<file path="src/rtl/nand3_act_mon.sv">
`default_nettype none
// ============================================================================
// Module  : nand3_act_mon
// Brief   : Registered bitwise 3-input NAND lanes with a windowed, saturating
//           output-toggle activity counter.
// Revision: 1.0 - initial release
// ============================================================================
module nand3_act_mon #(
    parameter int WIDTH  = 4,
    parameter int CNT_W  = 16,
    parameter int WINDOW = 256
) (
    input  logic             CLK,
    input  logic             RSTB,
    input  logic [WIDTH-1:0] IN1,
    input  logic [WIDTH-1:0] IN2,
    input  logic [WIDTH-1:0] IN3,
    input  logic             EN,
    input  logic             START,
    output logic [WIDTH-1:0] QN,
    output logic [CNT_W-1:0] TOG_CNT,
    output logic             BUSY,
    output logic             DONE,
    output logic             SAT
);

    localparam int TW    = $clog2(WIDTH + 1);
    localparam int SUM_W = ((CNT_W > TW) ? CNT_W : TW) + 1;
    localparam int WW    = $clog2(WINDOW + 1);

    localparam logic [SUM_W-1:0] C_CNT_MAX = {{(SUM_W - CNT_W){1'b0}}, {CNT_W{1'b1}}};
    localparam logic [WW-1:0]    C_WIN_LAST = WW'(WINDOW - 1);

    typedef enum logic [1:0] {
        ST_IDLE    = 2'd0,
        ST_MEASURE = 2'd1,
        ST_DONE    = 2'd2
    } state_t;

    state_t           r_state;
    state_t           w_state_nxt;
    logic             w_clear;
    logic             w_count;

    logic [WIDTH-1:0] r_qn;
    logic [CNT_W-1:0] r_tog_cnt;
    logic             r_sat;
    logic [WW-1:0]    r_win;

    logic [WIDTH-1:0] w_qn_next;
    logic [TW-1:0]    w_tog;
    logic [SUM_W-1:0] w_sum;
    logic             w_ovf;

    function automatic logic [TW-1:0] popcount(input logic [WIDTH-1:0] v);
        logic [TW-1:0] acc;
        acc = '0;
        for (int i = 0; i < WIDTH; i++) begin
            acc = acc + TW'(v[i]);
        end
        return acc;
    endfunction

    always_ff @(posedge CLK or negedge RSTB) begin
        if (!RSTB) begin
            r_state <= ST_IDLE;
        end else begin
            r_state <= w_state_nxt;
        end
    end

    // START is only honoured outside MEASURE, so a window can never restart.
    always_comb begin
        w_state_nxt = r_state;
        w_clear     = 1'b0;
        w_count     = 1'b0;
        case (r_state)
            ST_IDLE, ST_DONE: begin
                if (START) begin
                    w_state_nxt = ST_MEASURE;
                    w_clear     = 1'b1;
                end
            end
            ST_MEASURE: begin
                w_count = 1'b1;
                if (r_win == C_WIN_LAST) begin
                    w_state_nxt = ST_DONE;
                end
            end
            default: begin
                w_state_nxt = ST_IDLE;
            end
        endcase
    end

    assign w_qn_next = ~(IN1 & IN2 & IN3);
    assign w_tog     = EN ? popcount(w_qn_next ^ r_qn) : '0;
    assign w_sum     = SUM_W'(r_tog_cnt) + SUM_W'(w_tog);
    assign w_ovf     = (w_sum > C_CNT_MAX);

    always_ff @(posedge CLK or negedge RSTB) begin
        if (!RSTB) begin
            r_qn      <= '1;
            r_tog_cnt <= '0;
            r_sat     <= 1'b0;
            r_win     <= '0;
        end else begin
            if (EN) begin
                r_qn <= w_qn_next;
            end
            if (w_clear) begin
                r_tog_cnt <= '0;
                r_sat     <= 1'b0;
                r_win     <= '0;
            end else if (w_count) begin
                r_tog_cnt <= w_ovf ? {CNT_W{1'b1}} : w_sum[CNT_W-1:0];
                r_sat     <= r_sat | w_ovf;
                r_win     <= r_win + WW'(1);
            end
        end
    end

    assign QN      = r_qn;
    assign TOG_CNT = r_tog_cnt;
    assign SAT     = r_sat;
    assign BUSY    = (r_state == ST_MEASURE);
    assign DONE    = (r_state == ST_DONE);

endmodule
`default_nettype wire

</file>
<file path="config.mk">
export PLATFORM = sky130hd
export DESIGN_NAME = nand3_act_mon
export DESIGN_NICKNAME = d
export VERILOG_FILES = /design/src/rtl/nand3_act_mon.sv
export SDC_FILE = /design/constraint.sdc
export NUM_CORES = 1
export LEC_CHECK = 0
export CORE_MARGIN = 1
export CORE_UTILIZATION = 34
export CTS_CLUSTER_DIAMETER = 60
export DETAILED_ROUTE_END_ITERATION = 10
export GPL_TIMING_DRIVEN = 1
export PLACE_DENSITY = 0.68
export SETUP_SLACK_MARGIN = 0.05
export SYNTH_ARGS = -nofsm -noshare
export SYNTH_HDL_FRONTEND = slang
export SYNTH_SLANG_ARGS = --single-unit
</file>
<file path="constraint.sdc">
create_clock -name CLK -period 3.4 [get_ports CLK]
set_input_delay 0.51 -clock CLK [delete_from_list [all_inputs] [get_ports CLK]]
set_output_delay 0.51 -clock CLK [all_outputs]
set_load 0.005 [all_outputs]
</file>
==> impl.org, run 1 <==
** Route
- Detailed-route vias per instance :: approximately 5.0
- After detailed routing, the total wire length is roughly 3800 microns.
- In the routed design, unresolved DRC markers number 0.
- First-iteration detailed-routing DRC count :: between 70 and 80
- Total iterations of the first detailed-routing run :: 4
- Final ANT Viol Nets :: 0
- After detailed routing, the average wire length per cell comes to 13.0 microns.
- Overall via count from detail_route :: approximately 1500

** Floorplanning
- Number of top-level pins :: 39
- Measured along the y axis, the die boundary spans between 70 and 80 microns.
- Std cell rows :: 25
- Initial core utilization :: between 30 and 40%
- Area of the core :: approximately 4800 sq um
- Floorplan die area :: ~5400 sq um
- In this run the horizontal extent of the chip is about 74 microns.

** Setup path
- Critical Setup Path Class :: input pin to flip-flop
- Cell Chain, Critical Path :: dlygate4sd2_1, nand3_2, xor2_2, fa_1, ha_1, ha_1, nand2_1, fa_2, and2b_2, o21ai_2, or4_1, and3_1
- In this run the worst path has a maximum fanout of 3.
- Worst Reg2Reg Path Length in Cells :: 10
- STA classifies the critical path endpoint as a flip-flop.
- The worst register-to-register path ends at TOG_CNT[12].
- Required @ worst endpoint :: 3.58 ns
- Critical path startpoint category :: input pin
- Highest cell delay on the worst timing path :: around 0.48 ns
- Counting stages on the worst path, the most repeated cell is ha_1.
- CP max-delay cell :: or4_1
- Grouping stages by cell kind, the critical path spends the most delay in adder cells.
- In this run the critical register-to-register path is launched from QN[1].
- Worst Path Arrival :: 3.39 ns
- Bufs and invs on worst path :: 1
- Across all register-to-register paths, the minimum setup slack is between 0.2 and 0.25 ns.

** STA
- Post-layout worst setup margin :: ~0.19 ns
- Max-slew violation count :: 0
- The worst pin sits at a relative slew slack of between 60% and 70%.
- The worst path needs about 3.2 ns of the cycle, external delays included.
- Unrepaired setup endpoints after global routing :: false
- The total count of hold-check failures in the final report came to 0.
- At the pin with the least slew margin, the transition time is 0.528 ns.
- For the final routed database, the setup TNS stands at 0 ns.
- Clock Skews :: a little over 0.005 ns
- Ratio of final minimum period to clock period :: between 90% and 100%
- Setup violations remaining at the end of the flow were counted as 0.
- Static timing analysis puts the maximum clock frequency at between 300 and 400 MHz.

** Flow run
- Across the run, the number of max-cap violations was 0.

** Synthesis
- The share of synthesized area in the top cell type comes to between 30 and 40%.
- Number of synthesized register bits :: 32
- A synthesized cell averages 9.90 sq um.
- Synthesized netlist cell count :: 177
- Number of flops mapped to enable cells by yosys :: 0
- Post-Syn Area :: 1750 sq um
- For this run, asynchronously set or reset flops after synthesis account for 100%.
- For this run, the register share of the synthesized area comes to a little under half.
- Yosys attributes the largest share of cell area to dfrtp_1 (40%), dfstp_2 (6.0%), ha_1 (5.0%), xor2_1 (4.5%), nand2_1 (4.3%).
- For this run, the leading register cell type out of synthesis is dfrtp_1.
- Net count of the mapped netlist :: approximately 200
- Number of warnings issued by yosys :: 0
- Number of distinct library cells after synthesis :: slightly above 40
- Most area-hungry cell type in the Yosys netlist :: dfrtp_1

** Placed design
- After detailed placement, the design holds a cell count of 286.
- After legalization and detailed placement, the total HPWL measured between 2000 and 3000 microns.
- Count of port buffers added during placement :: 38
- GPL Wtd Cong :: between 0.7 and 0.8
- Timing analysis after detailed placement gives a worst setup slack of -0.449 ns.

** Clocking
- The clock tree synthesis step divided the H-tree into 2 levels.
- Clock-pin slew was measured on the worst setup and hold paths at 0.07 ns.
- CTS Hold Buffers Added :: 0
- Number of sinks driven by the clock tree :: 32
- Clock tree synthesis selected as its root buffer the cell clkbuf_8.
- Maximum clock path buffer count :: 2
- Clk Latency, worst-skew pair :: 0.29 ns
- Clock tree from TritonCTS :: yes
- TritonCTS buffer count :: 5

** Final layout
- 0 antenna diodes ended up in the layout.
- Fraction of final layout cells with drive strength greater than 1 :: around a fifth
- Synthesis-to-layout area growth :: 37.0%
- Leaving out filler cells and counting taps, the final layout contains 295.
- Final #Nets :: ~250

** Power
- Across the VDD grid, the largest voltage drop is just over 0.0003 V.
- Power spread over the standard cell area amounts to ~600 nW/um^2.
- Leakage component of the power :: slightly above 1 nW

** GRT
- For this run the aggregate overflow at the end of global routing stands at 0.
- The first global-routing pass estimated 6390 microns of wire.
- Entering global routing, the biggest net connects 33 pins.
- For this run, the total global-route usage over all layers was measured as about 16%.
- Number of global-route vias before repair :: 1367
- The initial antenna violation count was 0.

** Status
- The flow ran to the end, and the final reports show no timing, DRC or antenna violations.

** Min path
- Hold_sp :: r_win[5]
- The path class of the tightest hold or removal check is flip-flop to flip-flop.
- The path with the worst hold slack has its endpoint at r_win[5].
- Along the worst hold path, the cell count comes to 1.
-- where the power goes --
| group | switching [mW] | internal, mW |
|---|---|---|
| Sequential | 0.109 | 0.494 |
| Combinational | 0.235 | 0.269 |
| Clock | 0.142 | 0.165 |
| Total | 0.485 | 0.928 |
-- stage by stage --
step / hold slack (ns) / utilization (%) / power [mW] / cell area, sq um
after floorplan: 0.214 / - / 0.872 / 1750
after global placement: 0.490 / 46.7 / 1.07 / 2260
after detailed placement: 0.501 / 46.7 / 1.09 / 2260
after CTS: 0.512 / 49.5 / 1.42 / 2400
after global routing: 0.547 / 49.5 / 1.53 / 2400
final: 0.509 / 49.5 / 1.41 / 2400
-- layout by cell type, fill, tap and decap left out, types with 2 or more instances in the layout --
cell / count
nand3_1: 9
xor2_2: 2
xor2_1: 7
clkbuf_1: 2
o211ai_1: 5
mux2_2: 6
nand3_2: 5
buf_4: 10
clkbuf_8: 6
nor2_1: 8
nand2_1: 20
dfrtp_1: 28
a21oi_1: 3
a22oi_1: 2
inv_1: 7
nor2b_1: 3
ha_1: 6
and2_1: 3
and3_1: 8
dlygate4sd2_1: 9
o21ai_0: 13
nand4_1: 6
a22o_1: 2
clkdlybuf4s50_1: 29
o22ai_1: 2
dfstp_2: 4
-- state kept, by name, indices dropped and copies added, names as in the netlist --
| signal | cells |
|---|---|
| QN | 4 |
| TOG_CNT | 16 |
| r_state | 2 |
| r_win | 9 |
| SAT | 1 |
-- cell usage after synthesis, types with 3 or more instances --
cell	count
dfstp_2	4
inv_1	8
nand4_1	6
clkbuf_1	3
nand3_1	12
nor2b_1	3
xor2_1	9
o21ai_0	13
a21oi_1	3
ha_1	7
and2_1	4
nand2_1	20
o211ai_1	5
mux2_2	6
nor2_1	8
and3_1	8
dfrtp_1	28
-- metal layers --
layer  wire length, microns  up-vias  track usage [%]
met5                      0        -                0
met4                     70        0             7.69
li1                       -      733                -
met3                    132        8             3.98
met2                   1790       29             24.1
met1                   1830      705             20.9
-- worst max path at each step --
stage	from	end	slack [ns]	cells past startpoint
after floorplan	IN3[0]	TOG_CNT[11]	0.06	13
after global placement	IN3[0]	TOG_CNT[12]	-0.42	13
after detailed placement	IN1[0]	TOG_CNT[12]	-0.45	13
after CTS	IN2[0]	TOG_CNT[12]	0.14	13
after global routing	IN3[3]	TOG_CNT[14]	0.08	14
final	IN3[3]	TOG_CNT[12]	0.19	12
-- kinds of logic (layout without fill, tap and decap cells) --
family,after synthesis,count (layout),synth area share (%)
multiplexers,6,6,3.85
XOR/XNOR,10,10,5.00
buffers and inverters,13,64,3.00
adder cells (fa/ha/maj),9,9,7.28
AO/OA/AOI/OAI,36,36,13.4
AND/OR/NAND/NOR,71,71,21.5
flip-flops,32,32,46.0
-- cell type report --
class	count	area, sq um
fill	462	2450
timing repair buffer	48	444
multi-input combinational	132	947
inverter	8	30.0
sequential	32	806
clock buffer	8	90.1
tap	67	83.8
-- what timing repair did --
| item | 4_1_cts | 5_1_grt |
|---|---|---|
| resized for setup | 20 | 0 |
| setup buffers | 1 | 0 |
| endpoints found under the setup margin | 17 | 4 |
| pin swaps | 13 | 10 |
(Power assumes the default switching activity.)
==> run 2, diff against run 1 <==
--- a/config.mk
+++ b/config.mk
@@ -7,10 +7,12 @@
 export LEC_CHECK = 0
 export CORE_MARGIN = 1
 export CORE_UTILIZATION = 34
+export CTS_BUF_LIST = sky130_fd_sc_hd__clkbuf_4 sky130_fd_sc_hd__clkbuf_8
 export CTS_CLUSTER_DIAMETER = 60
 export DETAILED_ROUTE_END_ITERATION = 10
 export GPL_TIMING_DRIVEN = 1
 export PLACE_DENSITY = 0.68
+export REMOVE_ABC_BUFFERS = 1
 export SETUP_SLACK_MARGIN = 0.05
 export SYNTH_ARGS = -nofsm -noshare
 export SYNTH_HDL_FRONTEND = slang
==> impl.org, run 2 (synthesis gave the netlist of run 1 again) <==
** Status
- Result of the run :: completed

** STA
- Final-report setup violation count :: 0
- Setup repair after global routing left no endpoint under its margin.
- In the finished design, the share of the clock period the worst path needs comes to 95.9%.
- Worst slew margin :: between 60% and 70%
- Maximum clock frequency :: slightly above 300 MHz
- Max-slew violation count :: 0
- At the pin with the least slew margin, the transition time is roughly 0.5 ns.
- Clock Skews :: ~0.006 ns
- After layout, the minimum clock period comes to 3.26 ns.
- The total count of hold-check failures in the final report is 0.
- Setup slack closes at between 0.1 and 0.15 ns.

** Setup path
- The worst setup path is captured at a flip-flop.
- Worst Reg2Reg Path Length in Cells :: 10
- Reg2Reg Capture Point :: TOG_CNT[12]
- Critical path startpoint category :: input pin
- Data on the critical path is required at its endpoint by approximately 3.6 ns.
- Top fanout value on the critical path :: 3
- The worst register-to-register path begins at QN[0].
- The setup path with the least slack is of type input pin to flip-flop.
- Register-to-register path setup slack :: around 0.16 ns
- Data arrives at the worst endpoint at about 3.4 ns.

** Power
- Fraction of power consumed by sequential logic :: 43.1%
- The internal portion of the total power is just over 900 uW.
- Psw :: 477 uW
- Combinational logic is responsible for a little over a third of the overall power.
- Worst vdd rail ir drop :: 0.000280 V
- Power Dens Cells :: between 500 and 600 nW/um^2
- Post-layout total power :: 1.39 mW
- The analysis attributes to cell leakage a power of ~1.0 nW.
- Clock power share :: between 20% and 30%
- Net switching fraction of the power :: 34.3%

** Final layout
- Synthesis-to-layout area growth :: 38.2%
- At the end of the flow the core is filled with cells to roughly half.
- Most frequent cells in the layout :: clkdlybuf4s50_1 (29), dfrtp_1 (28), nand2_1 (20), o21ai_0 (13), buf_4 (13)
- In the final design database the tool counted 255 nets.
- The library cell used most frequently in the layout, excluding fill and tap cells, is clkdlybuf4s50_1.
- The repair_antennas step left the layout with diodes totalling 0.
- Max reg flops :: 16
- Fraction of final layout cells with drive strength greater than 1 :: approximately a fifth

** Min path
- Hold path depth :: 1
- Worst Hold Class :: flip-flop to flip-flop
- The worst hold path begins at r_win[5].
- Hold path endpoint :: r_win[5]

** Route
- Post-route DRC violation count :: 0
- For this block, the initial DRC count from the detailed router was 35.
- In this run the top signal layer used is met4.
- Total length of routed wires :: around 3900 microns
- After detailed routing, the met3 layer carries a little under 200 microns of wire.
- Routed wl met2 :: between 1500 and 2000 microns
- Overall via count from detail_route :: between 1500 and 2000
- After detailed routing, the number of vias per cell comes to between 5 and 6.
- The detailed router put a total of ~1700 microns of wire on met1.
- Dividing the detail-routed wire length by the instance count gives 13.1 microns.
- In this run the remaining antenna-violating nets after routing total 0.
- The first TritonRoute pass finished after 4 iterations.

** Floorplanning
- Die height :: ~74 microns
- From left edge to right edge, the die measures between 70 and 80 microns.
- The initialized floorplan defines 25 standard-cell rows.
- The floorplan step defined a die boundary enclosing 5450 sq um.
- Initial core utilization :: about 36%
- Number of top-level pins :: 39
- Area of the core :: between 4000 and 5000 sq um

** Clocking
- The clock passes through at most 2 buffers.
- Number of sinks driven by the clock tree :: 32
- Buffer type at the clock tree root :: clkbuf_8
- TritonCTS buffer count :: 5
- TritonCTS built the clock tree.
- Clk Latency, worst-skew pair :: ~0.29 ns
- CTS Hold Buffers Added :: 0
- Clock-pin slew was measured on the worst setup and hold paths at about 0.060 ns.
- CTS H-tree depth :: 2

** GRT
- The first global-routing pass estimated approximately 6600 microns of wire.
- Global route overflow :: 0
- Global router's overall resource usage :: 16.0%
- Number of global-route vias before repair :: between 1000 and 1500
- The initial antenna violation count is 0.
- Entering global routing, the biggest net connects 33 pins.

** Placed design
- Final HPWL DP :: between 2000 and 3000 microns
- Count of port buffers added during placement :: 38
- OpenSTA, run right after detailed placement, puts the worst setup slack at -0.445 ns.
- The congestion estimate from routability-driven global placement came to approximately 0.74.

** Flow run
- Max_cap viols :: 0
==> run 2: power by group through the flow <==
stage	Sequential (mW)	Clock, mW	Combinational (mW)
6_report	0.599	0.286	0.504
5_1_grt	0.618	0.313	0.579
4_1_cts	0.599	0.296	0.504
3_5_place_dp	0.601	0	0.482
3_3_place_gp	0.602	0	0.473
2_1_floorplan	0.584	0	0.282
==> run 2: final cells by class <==
type / count / area [sq um]
clock buffers: 6 / 76.3
well taps: 67 / 83.8
flip-flops and latches: 32 / 806
inverters: 8 / 30.0
multi-input cells: 132 / 955
fillers: 441 / 2430
repair buffers: 51 / 467
clock inverters: 1 / 5.00
==> run 2: critical path, stage by stage <==
cell,delay [ns]
dlygate4sd2_1,0.21
nand3_2,0.10
xor2_2,0.16
fa_1,0.47
ha_1,0.21
ha_1,0.28
nand2_1,0.10
fa_2,0.37
and2b_2,0.25
o21ai_2,0.07
or4_1,0.51
and3_1,0.19
==> run 2: worst max-delay path by stage <==
stage | start | to | depth (start not counted)
5_1_grt | IN3[0] | TOG_CNT[12] | 12
2_1_floorplan | IN3[0] | TOG_CNT[10] | 13
3_3_place_gp | IN3[0] | TOG_CNT[12] | 13
6_report | IN3[3] | TOG_CNT[12] | 12
4_1_cts | IN2[3] | TOG_CNT[12] | 13
3_5_place_dp | IN3[0] | TOG_CNT[12] | 13
==> run 2: per-layer routing <==
layer	track usage, %	vias up
met2	26.8	41
li1	-	739
met3	5.62	8
met5	0	-
met1	18.6	713
met4	6.41	0
==> run 2: metrics by stage <==
stage          hold slack [ns]  instances  setup TNS [ns]  area, sq um
2_1_floorplan            0.214        172               0         1730
3_3_place_gp             0.490        286           -5.51         2260
3_5_place_dp             0.498        286           -6.56         2260
4_1_cts                  0.508        296               0         2400
5_1_grt                  0.545        297               0         2420
6_report                 0.505        297               0         2420
==> run 2: timing repair <==
action                                 in CTS  in global routing
setup endpoints to repair                  17                  3
resized for setup                          19                  2
setup buffers                               3                  1
endpoints found under the hold margin       0                  0
pin swaps                                  13                  9
==> run 3, diff against run 2 <==
--- a/config.mk
+++ b/config.mk
@@ -5,15 +5,17 @@
 export SDC_FILE = /design/constraint.sdc
 export NUM_CORES = 1
 export LEC_CHECK = 0
+export ABC_CLOCK_PERIOD_IN_PS = 3550
 export CORE_MARGIN = 1
 export CORE_UTILIZATION = 34
 export CTS_BUF_LIST = sky130_fd_sc_hd__clkbuf_4 sky130_fd_sc_hd__clkbuf_8
 export CTS_CLUSTER_DIAMETER = 60
 export DETAILED_ROUTE_END_ITERATION = 10
 export GPL_TIMING_DRIVEN = 1
-export PLACE_DENSITY = 0.68
+export PLACE_DENSITY = 0.66
 export REMOVE_ABC_BUFFERS = 1
 export SETUP_SLACK_MARGIN = 0.05
+export SLEW_MARGIN = 30
 export SYNTH_ARGS = -nofsm -noshare
 export SYNTH_HDL_FRONTEND = slang
 export SYNTH_SLANG_ARGS = --single-unit
==> constraint.sdc (replaced) <==
create_clock -name CLK -period 3.55 [get_ports CLK]
set_input_delay 0.5325 -clock CLK [delete_from_list [all_inputs] [get_ports CLK]]
set_output_delay 0.5325 -clock CLK [all_outputs]
set_load 0.005 [all_outputs]
==> impl.org, run 3 (synthesis gave the netlist of run 1 again) <==
** GRT
- Met2 Resource Use GR :: between 20% and 30%
- Maximum number of pins on one net before global-route repair :: 33
- In the global route stage, overall resource usage came out at 15.1%.
- Initial antenna violation count :: 0
- Global routing finished with a remaining overflow of 0.
- The first global-routing pass estimated about 6300 microns of wire.
- GR Layer Usage met3 :: between 3 and 4%
- The via count of the first global-routing pass came to 1370.
- Global routing used between 10% and 20% of the available met1 tracks.
- Peak-usage layer in the global routing report :: met2

** Final layout
- Synthesis-to-layout area growth :: 39.3%
- Fillers :: ~450
- The repair_antennas step left the layout with diodes totalling 0.
- Final #Nets :: 253
- Fraction of final layout cells with drive strength greater than 1 :: around a fifth
- The finished cells cover around 2400 sq um.
- The library cell used most frequently in the layout, excluding fill and tap cells, is clkdlybuf4s50_1.
- The multi-input combinational cells in the finished layout cover a total of approximately 950 sq um.
- In the layout the commonest cells are clkdlybuf4s50_1 (29), dfrtp_1 (28), nand2_1 (20), o21ai_0 (13), buf_4 (10).
- Summing all flip-flop and latch instances after layout gives 806 sq um.
- Max reg flops :: 16
- Excluding fillers, the count of instances in the completed layout stands at 296.

** STA
- In this run the tightest slew margin relative to its limit is ~65%.
- The max-slew violation count is 0.
- Ratio of final minimum period to clock period :: ~93%
- The worst path in the final design needs a cycle of ~3.3 ns, including I/O delays and setup.
- Unrepaired setup endpoints after global routing :: false
- Clock Skews :: about 0.0046 ns
- Static timing analysis puts the maximum clock frequency at 304 MHz.
- Min Hold Slack :: between 0.5 and 0.6 ns
- Final-report setup violation count :: 0
- For the pin with the worst max-slew slack, the measured transition is approximately 0.52 ns.
- The total count of hold-check failures in the final report is 0.

** Placed design
- The placed instances occupy a cell area of 2250 sq um.
- Final HPWL DP :: 2620 microns
- GPL Wtd Cong :: around 0.74
- In this run the tool buffered the top-level ports with 38 buffer cells.
- After detailed placement, the design holds a cell count of 285.

** Power
- Worst vdd rail ir drop :: between 0.0003 and 0.0004 V
- Dividing total power by cell area gives a power density of 576 nW/um^2.
- Post-layout total power :: about 1.4 mW
- Summed over all cells, the static leakage comes to between 1 and 1.5 nW.

** Clocking
- After clock tree synthesis, the clock-pin slew on the worst setup and hold paths is 0.07 ns.
- For the worst-skew pair, the clock arrives at the later sink with an insertion delay of 0.28 ns.
- Buffer type at the clock tree root :: clkbuf_8
- In this run the deepest clock path goes through 2 buffers.
- Number of sinks driven by the clock tree :: 32
- CTS H-tree depth :: 2
- TritonCTS built the clock tree.
- TritonCTS buffer count :: 5

** Setup path
- Data on the critical path is required at its endpoint by between 3 and 4 ns.
- Worst setup EP type :: flip-flop
- STA classifies the critical path startpoint as an input pin.
- Along the worst path, the maximum fanout reaches 3.
- Critical Setup Path Class :: input pin to flip-flop
- In this run the critical register-to-register path is launched from QN[1].
- Worst Path Arrival :: about 3.5 ns
- Across all register-to-register paths, the minimum setup slack is slightly above 0.3 ns.
- Crit path from :: IN2[0]
- Worst Reg2Reg Path Length in Cells :: 11

** Route
- Dividing the detail-routed via count by the number of cells gives roughly 5.
- Total length of routed wires :: approximately 3800 microns
- Detailed routing inserted a total of between 1000 and 1500 vias.
- Total iterations of the first detailed-routing run :: 4
- Post-route DRC violation count :: 0
- The count of nets left with antenna violations once routing finished came out at 0.
- Routed wirelength normalized by instance count :: 12.7 microns
- The detailed router finished its first iteration with between 70 and 80 violations.

** Floorplanning
- Chip Width :: around 74 microns
- In this run the core area contains 25 standard-cell rows.
- Initial core utilization :: a little over a third
- The core region is 4850 sq um.
- Pin placement for this block handled 39 I/O pins.
- The die is 73.8 microns tall.
- Floorplan die area :: about 5400 sq um

** Min path
- The tightest min-delay check is of the flip-flop to flip-flop type.
- Hold path depth :: 2
- Hold_sp :: SAT

** Status
- Result of the run :: completed

** Flow run
- The tool flagged a number of max-cap violations equal to 0.
-- run 3: final timing paths --
path / end
setup / recovery: TOG_CNT[12]
hold / removal: SAT
setup reg to reg: TOG_CNT[12]
hold reg to reg: SAT
max in group asynchronous: QN[2]
min in group asynchronous: TOG_CNT[15]
-- run 3: through the flow --
stage	util [%]	TNS, ns	worst slack, ns
2_1_floorplan	-	0	0.159
3_3_place_gp	46.5	-3.55	-0.269
3_5_place_dp	46.5	-4.15	-0.331
4_1_cts	49.5	0	0.0607
5_1_grt	50.4	0	0.143
6_report	50.4	0	0.261
-- run 3: worst max-delay path: stages --
cell and delay (ns):
dlygate4sd2_1 0.21, nand3_2 0.11, xor2_2 0.17, fa_1 0.49
ha_2 0.32, and2_4 0.14, ha_4 0.12, inv_2 0.04
fa_2 0.34, and2b_2 0.25, o21ai_2 0.06, or4_1 0.51
and3_1 0.19
-- run 3: repair_timing --
item | CTS | global route
buffers inserted | 1 | 2
pin swaps | 13 | 8
endpoints found under the setup margin | 8 | 17
resized for setup | 16 | 7
hold buffers | 0 | 0
-- run 3: power by group --
part           internal [mW]  switching (mW)
Sequential             0.473           0.102
Combinational          0.259           0.221
Clock                  0.216           0.136
Total                  0.948           0.459
-- run 3: layer usage --
| layer | vias up | wire length [microns] |
|---|---|---|
| met4 | 0 | 49 |
| met2 | 28 | 1840 |
| li1 | 737 | - |
| met5 | - | 0 |
| met3 | 5 | 159 |
| met1 | 712 | 1720 |
-- run 3: final cells by class --
type | instances | area share (%)
multi-input cells | 132 | 39.0
clock buffers | 6 | 3.13
well taps | 67 | 3.43
flip-flops and latches | 32 | 33.0
clock inverters | 2 | 1.43
inverters | 8 | 1.23
repair buffers | 49 | 18.8
